<file path="src/rtl/pipe_pkg.sv">
// Shared definitions for the valid/ready pipeline stage register.
package pipe_pkg;

    typedef enum logic [1:0] {
        EMPTY = 2'b00,
        BUSY  = 2'b01,
        FULL  = 2'b10
    } pipe_state_t;

    localparam int PIPE_OCC_W = 2;

    // Number of beats held in a given state; an illegal encoding reports 0.
    function automatic logic [PIPE_OCC_W-1:0] pipe_occ(input pipe_state_t s);
        case (s)
            BUSY:    return 2'd1;
            FULL:    return 2'd2;
            default: return 2'd0;
        endcase
    endfunction

endpackage

</file>
<file path="src/rtl/pipe_skid_reg.sv">
// Pipeline stage register with a valid/ready handshake and a one-entry skid
// buffer. in_ready_o and out_valid_o are decoded from the state register
// only, so no combinational path runs from any input to any output.
module pipe_skid_reg
    import pipe_pkg::*;
#(
    parameter int DATA_W        = 64,
    parameter bit ZERO_ON_FLUSH = 1'b1
) (
    input  logic                  clk_i,
    input  logic                  rst_i,
    input  logic                  flush_i,
    input  logic                  in_valid_i,
    input  logic [DATA_W-1:0]     in_data_i,
    output logic                  in_ready_o,
    output logic                  out_valid_o,
    output logic [DATA_W-1:0]     out_data_o,
    input  logic                  out_ready_i,
    output logic [PIPE_OCC_W-1:0] occ_o
);

    pipe_state_t       state_q, state_d;
    logic [DATA_W-1:0] main_q, main_d;
    logic [DATA_W-1:0] skid_q, skid_d;
    logic              in_fire;
    logic              out_fire;

    assign in_ready_o  = (state_q != FULL);
    assign out_valid_o = (state_q != EMPTY);
    assign out_data_o  = main_q;
    assign occ_o       = pipe_occ(state_q);

    assign in_fire  = in_valid_i & in_ready_o;
    assign out_fire = out_valid_o & out_ready_i;

    // Next state and data: flush wins over every handshake event; an
    // incoming beat on a flush cycle is swallowed. Illegal states fall to EMPTY.
    always_comb begin
        state_d = state_q;
        main_d  = main_q;
        skid_d  = skid_q;
        if (flush_i) begin
            state_d = EMPTY;
            if (ZERO_ON_FLUSH) begin
                main_d = '0;
                skid_d = '0;
            end
        end else begin
            case (state_q)
                EMPTY: begin
                    if (in_fire) begin
                        state_d = BUSY;
                        main_d  = in_data_i;
                    end
                end
                BUSY: begin
                    if (in_fire && out_fire) begin
                        main_d = in_data_i;
                    end else if (in_fire) begin
                        state_d = FULL;
                        skid_d  = in_data_i;
                    end else if (out_fire) begin
                        state_d = EMPTY;
                    end
                end
                FULL: begin
                    if (out_fire) begin
                        state_d = BUSY;
                        main_d  = skid_q;
                    end
                end
                default: begin
                    state_d = EMPTY;
                end
            endcase
        end
    end

    // State and both data registers; reset clears everything at once.
    always_ff @(posedge clk_i or posedge rst_i) begin
        if (rst_i) begin
            state_q <= EMPTY;
            main_q  <= '0;
            skid_q  <= '0;
        end else begin
            state_q <= state_d;
            main_q  <= main_d;
            skid_q  <= skid_d;
        end
    end

endmodule
</file>
<file path="config.mk">
export PLATFORM = sky130hd
export DESIGN_NAME = pipe_skid_reg
export DESIGN_NICKNAME = d
export VERILOG_FILES = /design/src/rtl/pipe_pkg.sv /design/src/rtl/pipe_skid_reg.sv
export SDC_FILE = /design/constraint.sdc
export NUM_CORES = 1
export LEC_CHECK = 0
export CAP_MARGIN = 0
export CORE_ASPECT_RATIO = 0.7
export CORE_UTILIZATION = 51
export CTS_CLUSTER_SIZE = 10
export DETAILED_ROUTE_END_ITERATION = 7
export PLACE_DENSITY = 0.79
export RECOVER_POWER = 50
export SETUP_SLACK_MARGIN = 0.5
export SYNTH_ARGS = -nofsm -noshare
export SYNTH_HDL_FRONTEND = slang
export SYNTH_SLANG_ARGS = --single-unit
</file>
<file path="constraint.sdc">
create_clock -name clk_i -period 4.84 [get_ports clk_i]
set_clock_uncertainty 0.1 [all_clocks]
set_input_delay 0.726 -clock clk_i [delete_from_list [all_inputs] [get_ports clk_i]]
set_output_delay 0.726 -clock clk_i [all_outputs]
set_load 0.02 [all_outputs]
</file>
## After elaboration in Yosys (flattened, before gate mapping)

Index checks and enable logic that the tools add are counted.
W data, S select, Z words.

- Register bits: 130
- Bits of input ports: 69
- Output and inout bits: 68
- Logic and storage cells: 39

- Equality and inequality tests: 9
- Multiplexer cells: 16
- Bitwise logic cells: 2
- Reductions and logical operators: 9

Operators by type and width:

| cell | count |
|---|---|
| $mux W64 | 7 |
| $pmux W64 S3 | 1 |
| $mux W2 | 6 |
| $ne A3 B3 Y1 const B | 4 |
| $reduce_and A4 Y1 | 2 |
| $pmux W2 S3 | 1 |
| $reduce_bool A2 Y1 | 3 |
| $ne A2 B2 Y1 const B | 2 |
| $ne A4 B4 Y1 const B | 1 |
| $pmux W2 S2 | 1 |
| $reduce_bool A4 Y1 | 1 |
| $reduce_and A3 Y1 | 1 |
| $and A1 B1 Y1 | 2 |
| $eq A2 B1 Y1 const B | 1 |
| $eq A2 B2 Y1 const B | 1 |
| $logic_not A2 Y1 | 1 |
| $logic_and A1 B1 Y1 | 1 |

## Depth between registers and ports, before layout

Gate-level depths: netlist of run 1.

- Depth in word-level cells: 7
- Mapped depth: 8
- Gate-level depth less buffers: 6

## Worst setup path before layout of run 1

No wires, ideal clock.

- Path kind: reg2out
- Start: reg state_q[0]
- End: out in_ready_o
- Data arrival time: 1451 ps
- Required time: 4014 ps
- Setup slack: 2563 ps
- Cell stages (with the launch flop): 6
- Buffers on the path: 2
- Path through: dfrtp_1 inv_1 ha_1 buf_4 buf_1 inv_1

- Cells in the longest elaborated chain, start to end: 1

RTL lines:

| element | RTL line | text |
|---|---|---|
| start: declaration | pipe_skid_reg.sv:22 | `pipe_state_t state_q, state_d;` |
| start signal: assignment | pipe_skid_reg.sv:86 | `state_q <= state_d;` |
| $ne A2 B2 Y1 | pipe_skid_reg.sv:28 | `assign in_ready_o = (state_q != FULL);` |
| end: declaration | pipe_skid_reg.sv:15 | `output logic in_ready_o,` |

No other way between the ends.

==> results of run 1 <==
[critical path, stage by stage]
cell,delay (ps)
dlygate4sd3_1,540
inv_1,1870
buf_4,650
[layout by cell type, fill, tap and decap left out, types with 3 or more instances in the layout]
cell,n
bufinv_16,4
clkbuf_16,17
dlygate4sd3_1,34
clkbuf_8,5
o2bb2ai_1,4
dfrtp_1,130
inv_1,5
nand2_1,128
buf_4,10
ha_1,4
clkinv_2,3
o2bb2ai_2,60
mux2i_1,64
a21oi_1,65
clkdlybuf4s50_1,101
[synthesized netlist by cell type (all sizes together) (2+ instances only)]
| cell type | count |
|---|---|
| o21ai | 2 |
| nand2b | 3 |
| ha | 5 |
| clkbuf | 8 |
| dfrtp | 130 |
| inv | 5 |
| a21oi | 65 |
| nor2 | 2 |
| nand2 | 128 |
| buf | 30 |
| dlygate4sd1 | 2 |
| mux2i | 64 |
| and3 | 2 |
| o2bb2ai | 64 |
| dlymetal6s2s | 2 |
[per-stage QoR]
| step | worst slack (ps) | total power (uW) | utilization [%] |
|---|---|---|---|
| after floorplan | 545 | 1970 | - |
| after global placement | 1650 | 2300 | 63.7 |
| after detailed placement | 1570 | 2320 | 63.7 |
| after CTS | 1720 | 3720 | 69.2 |
| after global routing | 855 | 3810 | 69.1 |
| final | 1450 | 3670 | 69.1 |
[state kept, by name, indices dropped and copies added (netlist names)]
register / flops
state_q: 2
out_data_o: 64
skid_q: 64
[area by class of cell]
| cell class | instances | area share (%) |
|---|---|---|
| Clock buffer | 23 | 6.10 |
| Inverter | 5 | 0.230 |
| Clock inverter | 9 | 1.84 |
| Multi-Input combinational cell | 344 | 32.1 |
| Sequential cell | 130 | 39.8 |
| Timing Repair Buffer | 146 | 17.5 |
| Tap cell | 157 | 2.41 |
[power by group through the flow]
| stage | Combinational, uW | Sequential, uW | Clock, uW |
|---|---|---|---|
| detailed placement | 955 | 1360 | 0 |
| finish | 927 | 1350 | 1390 |
| CTS | 957 | 1350 | 1410 |
| global placement | 932 | 1360 | 0 |
| floorplan | 494 | 1470 | 0 |
| global route | 986 | 1370 | 1460 |
[worst min-delay path by stage]
stage | from | to | slack [ps] | cells past startpoint
2_1_floorplan | skid_q[0]$_DFFE_PP0P_ | skid_q[0]$_DFFE_PP0P_ | 400 | 2
3_3_place_gp | out_data_o[46]$_DFFE_PP0P_ | out_data_o[46]$_DFFE_PP0P_ | 380 | 1
3_5_place_dp | out_data_o[32]$_DFFE_PP0P_ | out_data_o[32]$_DFFE_PP0P_ | 380 | 1
4_1_cts | out_data_o[53]$_DFFE_PP0P_ | out_data_o[53]$_DFFE_PP0P_ | 400 | 1
5_1_grt | out_data_o[54]$_DFFE_PP0P_ | out_data_o[54]$_DFFE_PP0P_ | 410 | 1
6_report | out_data_o[38]$_DFFE_PP0P_ | out_data_o[38]$_DFFE_PP0P_ | 390 | 1
[cells by family after synthesis]
| logic type | after synthesis |
|---|---|
| buffers and inverters | 47 |
| adder cells (fa/ha/maj) | 5 |
| AND/OR/NAND/NOR | 139 |
| AO/OA/AOI/OAI | 136 |
| multiplexers | 64 |
| flip-flops | 130 |
[layer usage]
metal	vias up	routed length [um]
met4	0	159
met1	2258	6670
met2	145	6850
met5	-	0
li1	2081	-
met3	18	1020
==> impl_metrics.ini, run 1 <==
[die]
std_cell_rows = 33
die_h_um = 94.5
start_util_pct = 52.8
core-area_um2 = 11800
die-area_um2 = 12700
ios = 137
die_x_um = 134

[synth]
synth_compound_area_share_pct = 21.3
synth-adder-area-share_pct = 1.00
yosysTopAreaCellShare_pct = 52.2
synth-edff-count = 0
synth.area.mux_share_pct = 10.3
postSynthAreaPerCell_um2 = 12.0
ys_ff_latch = 130
yosysUniqueCellTypes = 31
async_flop_share_pct = 100
synth_flop_cell = dfrtp_1
synth.area.top_cells = dfrtp_1, o2bb2ai_2, mux2i_1
yosysWarnings = 0
yosys.area.top_type = dfrtp_1
synthXorXnorAreaFrac_pct = 0
synth.net_count = 595
syn-cell-area_um2 = 6230
synth-simple-area-share_pct = 9.08
postSynthCellCount = 521
synth_top_family_by_area = compound AO/OA/AOI/OAI gates
ys_seq_area_share_pct = 52.2

[setup_path]
cp.arrival_ps = 3830
rr_worst_depth = 7
timing.critical_path.to = skid_q[17]$_DFFE_PP0P_
timing.rr.start = state_q[0]$_DFFE_PP0P_
critPathLaunchType = primary input
cp-startpoint = rst_i
cp-end-kind = asynchronous set/reset pin
path_max_fanout = 71
rrSetupSlack_ps = 1880
critical_path_class = primary input to asynchronous set/reset pin
worstPathRequired_ps = 5280
worstReg2RegEnd = out_data_o[16]$_DFFE_PP0P_

[global_route]
grt_util_met1_pct = 32.8
overflow = 0
gr-max-usage-layer = met2
grt_start_max_net_pins = 72
grt_util_met3_pct = 6.66
grt_util_met2_pct = 38.8
antenna_found_initial = 0
grtUsageTotal_pct = 24.5
grt_pass1_wl_um = 23500
grt_pass1_vias = 4604

[sta]
hold_ws_ps = 391
rsz0062_at_grt = false
drv_slew = 72
fin_crit_ps = 3390
finalHoldViolCount = 0
max_freq_mhz = 295
slew_headroom_pct = -77.1
finalCritPeriodShare_pct = 70.0
max_slew.worst_pin.slew_ps = 2650
final.setup.tns_ps = 0
setup_violations = 0

[route]
first_pass_iters = 5
drtIter0Drc = 364
drc = 0
routedWlPerCell_um = 18.1
ant_nets = 0
via_per_inst = 5.53
vias = 4502
finalWirelength_um = 14700

[final_layout]
diodes = 0
nFillCells = 846
final_nets = 718
fin_cells = 814
final_layout_size_suffix_gt1_share_pct = 16.9
final_area_um2 = 8170
register_area_um2 = 3250
area_delta_synth_final_pct = 31.0
multiInputGateArea_um2 = 2620

[placement]
port_buffers = 136
gp_congestion = 0.787
hpwl_um = 8900
place_area_um2 = 7520
place.detailed.instances = 782

[clocking]
htree_levels = 4
clockBufferDepth = 2
insertion_delay_ps = 410
postCtsSetupBuffers = 0
clock_sinks = 130
postCtsHoldBufs = 0
cts_tree = yes
cts_made_buffers = 17
clkTransAtPathRegs_ps = 50
cts_resized = 0
cts_root_buf = clkbuf_16

[power_and_ir_drop]
combPwrFrac_pct = 25.3
worst_ir_drop_vdd_v = 0.000286
power.density_nw_per_um2 = 449
seqPwrFrac_pct = 36.9
leakagePower_uw = 0.00335
clockPowerShare_pct = 37.9
power.share.switching_pct = 30.0
p_int_uw = 2570
switchingPower_uw = 1100

[run]
drv_cap = 1

[outcome]
status = finished with violations
violations = capacitance limit, slew limit

[min_path]
hp-class = flop to flop
(Power assumes the default switching activity.)
==> run 2, diff against run 1 <==
--- a/config.mk
+++ b/config.mk
@@ -7,10 +7,10 @@
 export LEC_CHECK = 0
 export CAP_MARGIN = 0
 export CORE_ASPECT_RATIO = 0.7
-export CORE_UTILIZATION = 51
+export CORE_UTILIZATION = 46
 export CTS_CLUSTER_SIZE = 10
 export DETAILED_ROUTE_END_ITERATION = 7
-export PLACE_DENSITY = 0.79
+export PLACE_DENSITY = 0.76
 export RECOVER_POWER = 50
 export SETUP_SLACK_MARGIN = 0.5
 export SYNTH_ARGS = -nofsm -noshare
==> constraint.sdc (replaced) <==
create_clock -name clk_i -period 3 [get_ports clk_i]
set_clock_uncertainty 0.1 [all_clocks]
set_input_delay 0.45 -clock clk_i [delete_from_list [all_inputs] [get_ports clk_i]]
set_output_delay 0.45 -clock clk_i [all_outputs]
set_load 0.02 [all_outputs]
==> impl_metrics.ini, run 2 (synthesized netlist as in run 1, its figures left out) <==
[setup_path]
critPathLaunchType = flop
critical_path_class = flop to output port
cp_slowest_stage_delay_ps = 640
cp.arrival_ps = 1810
worstPathRequired_ps = 2450
path_cells = inv_1, ha_4, inv_1, clkdlybuf4s50_1
worst_path_most_repeated_cell = inv_1
rr_worst_depth = 7
path_max_fanout = 5
cp-end-kind = output port
cp_slowest_cell = clkdlybuf4s50_1

[route]
wl_met3_um = 1000
ant_nets = 0
finalWirelength_um = 15400
routedWlPerCell_um = 18.3
drc = 0
drtIter0Drc = 237
met2_length_um = 7370
met1_length_um = 6960
first_pass_iters = 5
highest_layer = met4
vias = 4569
via_per_inst = 5.41

[clocking]
cts_tree = yes
htree_levels = 4
postCtsSetupBuffers = 0
clock_sinks = 130
cts_root_buf = clkbuf_16
insertion_delay_ps = 400
clkTransAtPathRegs_ps = 60
postCtsHoldBufs = 0
clockBufferDepth = 2
cts_made_buffers = 17

[power_and_ir_drop]
seqPwrFrac_pct = 37.5
combPwrFrac_pct = 26.5
switchingPower_uw = 1800
worst_ir_drop_vdd_v = 0.000444
leakagePower_uw = 0.00339
p_int_uw = 4020
power.share.switching_pct = 30.9
clockPowerShare_pct = 35.9
power.density_nw_per_um2 = 705

[min_path]
hold_depth = 2
hp-class = primary input to flop

[placement]
hpwl_um = 9520
gp_congestion = 0.752
place.detailed.instances = 812
port_buffers = 136

[sta]
hold_ws_ps = 259
max_slew.worst_pin.slew_ps = 1750
fin_crit_ps = 2360
finalHoldViolCount = 0
setup_violations = 0
slew_headroom_pct = -16.9
rsz0062_at_grt = false
max_freq_mhz = 424
finalCritPeriodShare_pct = 78.5
final.setup.tns_ps = 0
drv_slew = 131

[outcome]
violations = capacitance limit, slew limit
status = finished with violations

[global_route]
grt_pass1_wl_um = 24800
grt_pass1_vias = 4701
grt_start_max_net_pins = 131
antenna_found_initial = 0
overflow = 0
grtUsageTotal_pct = 23.0

[run]
drv_cap = 1

[die]
ios = 137
die-area_um2 = 14000
die_h_um = 99.4
die_x_um = 141
core-area_um2 = 13200
std_cell_rows = 35
start_util_pct = 47.3

[final_layout]
nFillCells = 995
final_cell_mix = dfrtp_1, nand2_1, clkdlybuf4s50_1
register_area_um2 = 3250
diodes = 0
fin_cells = 845
final_common_cell = dfrtp_1
multiInputGateArea_um2 = 2640
final_layout_size_suffix_gt1_share_pct = 17.1
final_nets = 721
area_delta_synth_final_pct = 32.4
-- run 2: cell types whose count changed in the layout (fill, tap and decap cells not counted), moves of 2 or more --
cell and delta:
clkbuf_1 +2, dlymetal6s2s_1 +2, clkinvlp_4 +2, buf_12 +5, buf_4 -4, clkbuf_8 -3, clkdlybuf4s50_1 -3
-- run 2: metrics by stage --
step | util [%] | area, um2 | worst slack, ps | total power [uW]
6_report | 62.6 | 8250 | 644 | 5820
5_1_grt | 62.6 | 8250 | 367 | 6070
4_1_cts | 62.5 | 8240 | 533 | 5900
3_5_place_dp | 58.0 | 7650 | 488 | 3790
3_3_place_gp | 58.0 | 7650 | 544 | 3750
2_1_floorplan | - | 6230 | 841 | 3180
-- run 2: area by class of cell --
type                       instances  area share [%]
inverter                           5           0.273
multi-input combinational        345            31.9
tap                              185            2.80
sequential                       130            39.4
clock buffer                      22            5.62
timing repair buffer             148            18.3
clock inverter                    10            1.61
-- run 2: timing repair --
item,4_1_cts,5_1_grt
gates resized for setup,1,3
cloned,0,1
setup endpoints to repair,1,50
-- run 2: worst paths after layout --
kind	startpoint	to	slack, ps
max in group asynchronous	rst_i	skid_q[62]$_DFFE_PP0P_	760
hold / removal	flush_i	skid_q[63]$_DFFE_PP0P_	260
hold reg to reg	out_data_o[43]$_DFFE_PP0P_	out_data_o[43]$_DFFE_PP0P_	390
setup reg to reg	state_q[0]$_DFFE_PP0P_	out_data_o[2]$_DFFE_PP0P_	700
setup / recovery	state_q[0]$_DFFE_PP0P_	in_ready_o	640
min in group asynchronous	rst_i	out_data_o[52]$_DFFE_PP0P_	940
-- run 2: power groups by stage --
stage	Clock, uW	Sequential, uW	Combinational [uW]
5_1_grt	2210	2210	1650
2_1_floorplan	0	2380	797
3_3_place_gp	0	2200	1550
6_report	2090	2180	1540
3_5_place_dp	0	2210	1580
4_1_cts	2120	2190	1590
-- run 2: routing by layer --
metal / track usage [%] / vias to the layer above
li1: - / 2094
met1: 32.0 / 2305
met2: 35.9 / 162
met3: 5.54 / 8
met4: 6.77 / 0
met5: 0 / -
-- run 2: critical path: cells and delay by family, from the launching register on --
family | cells | cell delay, ps
adder cells (fa/ha/maj) | 1 | 200
buffers and inverters | 3 | 820
flip-flops | 1 | 380
==> run 3, diff against run 2 <==
==> constraint.sdc (replaced) <==
create_clock -name clk_i -period 1.96 [get_ports clk_i]
set_clock_uncertainty 0.1 [all_clocks]
set_input_delay 0.294 -clock clk_i [delete_from_list [all_inputs] [get_ports clk_i]]
set_output_delay 0.294 -clock clk_i [all_outputs]
set_load 0.02 [all_outputs]
==> impl_metrics.ini, run 3 (synthesized netlist as in run 1, its figures left out) <==
[route]
finalWirelength_um = 19300
via_per_inst = 5.61
ant_nets = 0
vias = 5017
first_pass_iters = 4
routedWlPerCell_um = 21.6
drc = 0
drtIter0Drc = 330

[clocking]
clock_sinks = 130
insertion_delay_ps = 420
cts_root_buf = clkbuf_16
htree_levels = 4
postCtsHoldBufs = 0
clkTransAtPathRegs_ps = 60
cts_made_buffers = 17
cts_tree = yes
clockBufferDepth = 2

[final_layout]
area_delta_synth_final_pct = 53.2
final_util_pct = 72.4
diodes = 0
final_nets = 770
final_layout_size_suffix_gt1_share_pct = 51.2
final_area_um2 = 9540
final_cell_mix = dfrtp_1, nand2_1, clkdlybuf4s50_1
fin_cells = 894
final_common_cell = dfrtp_1

[sta]
fin_crit_ps = 1960
drv_slew = 0
layout_setup_ws_ps = 1.87
slew_headroom_pct = 51.9
final.setup.tns_ps = 0
rsz0062_at_grt = true
max_freq_mhz = 511
finalHoldViolCount = 0
max_slew.worst_pin.slew_ps = 718
finalCritPeriodShare_pct = 99.9
setup_violations = 0

[setup_path]
critPathBufInv = 3
cp.arrival_ps = 2160
cp-end-kind = flop
cp_slowest_stage_delay_ps = 430
path_cells = inv_4, ha_4, and4bb_2, o32a_4, o21ai_4, buf_12, buf_12, o2bb2ai_2
path_max_fanout = 13
cp_slowest_cell = dfrtp_2
worstPathRequired_ps = 2160
critical_path_class = flop to flop
critPathLaunchType = flop
worst_path_most_repeated_cell = buf_12
critPathTopFamily = flip-flops

[global_route]
grt_start_max_net_pins = 58
grtUsageTotal_pct = 27.7
grt_util_met1_pct = 37.4
grt_pass1_vias = 5167
overflow = 0
antenna_found_initial = 1
grt_util_met3_pct = 6.79
grt_pass1_wl_um = 28800
grt_util_met2_pct = 44.2
gr-max-usage-layer = met2

[power_and_ir_drop]
power.density_nw_per_um2 = 1020
worst_ir_drop_vdd_v = 0.000741
leakagePower_uw = 0.00422

[die]
die_h_um = 99.4
std_cell_rows = 35
die-area_um2 = 14000
start_util_pct = 47.3
ios = 137
core-area_um2 = 13200
die_x_um = 141

[placement]
place_area_um2 = 7900
port_buffers = 136
place.detailed.instances = 824
preCtsSetupSlack_ps = -46.1
hpwl_um = 10100
gp_congestion = 0.807

[outcome]
status = finished, final reports clean

[run]
drv_cap = 0

[min_path]
hp-class = primary input to asynchronous set/reset pin
-- run 3: worst register-to-register path: stages (launching register included) --
cell	delay, ps
dfrtp_2	430
inv_4	70
ha_4	170
and4bb_2	330
o32a_4	200
o21ai_4	80
buf_12	160
buf_12	160
o2bb2ai_2	130
-- run 3: area by class of cell --
cell class                      count  area, um2
Clock buffer                       23        478
Clock inverter                      9        129
Fill cell                         818       3640
Inverter                            5       27.5
Multi-Input combinational cell    344       3400
Sequential cell                   130       3260
Tap cell                          185        231
Timing Repair Buffer              198       2020
-- run 3: repair_timing --
action | in CTS | in global routing
setup endpoints to repair | 198 | 136
pin swaps | 85 | 58
gates resized for setup | 422 | 68
endpoints found under the hold margin | 0 | 0
cloned | 10 | 1
buffers inserted | 18 | 9
-- run 3: worst paths after layout --
check                                                start                         end  slack (ps)  depth (start not counted)
worst max register to register      state_q[1]$_DFFE_PP0P_   out_data_o[0]$_DFFE_PP0P_           2                          8
worst max-delay path                state_q[1]$_DFFE_PP0P_   out_data_o[0]$_DFFE_PP0P_           2                          8
worst min register to register  out_data_o[58]$_DFFE_PP0P_  out_data_o[58]$_DFFE_PP0P_         390                          1
min in group clk_i                            in_data_i[4]       skid_q[4]$_DFFE_PP0P_         350                          3
max in group asynchronous                            rst_i  out_data_o[15]$_DFFE_PP0P_         440                          3
worst min-delay path                                 rst_i  out_data_o[61]$_DFFE_PP0P_         310                          2
-- run 3: layer usage --
layer	part of all wire, %	up-vias	routed length (um)
li1	-	2204	-
met2	47	210	9120
met4	2.1	2	397
met1	44	2562	8450
met3	6.9	39	1320
met5	0.052	-	10
-- run 3: stage by stage --
stage / total power (uW) / hold slack (ps)
floorplan: 4960 / 325
CTS: 9540 / 120
detailed placement: 5960 / 382
finish: 9750 / 307
global route: 10100 / 361
global placement: 5890 / 383
-- run 3: report_power, final --
| group | total [uW] | switching, uW | internal [uW] |
|---|---|---|---|
| Clock | 3280 | 1190 | 2100 |
| Sequential | 3360 | 313 | 3040 |
| Combinational | 3110 | 1700 | 1410 |
| Total | 9750 | 3200 | 6550 |
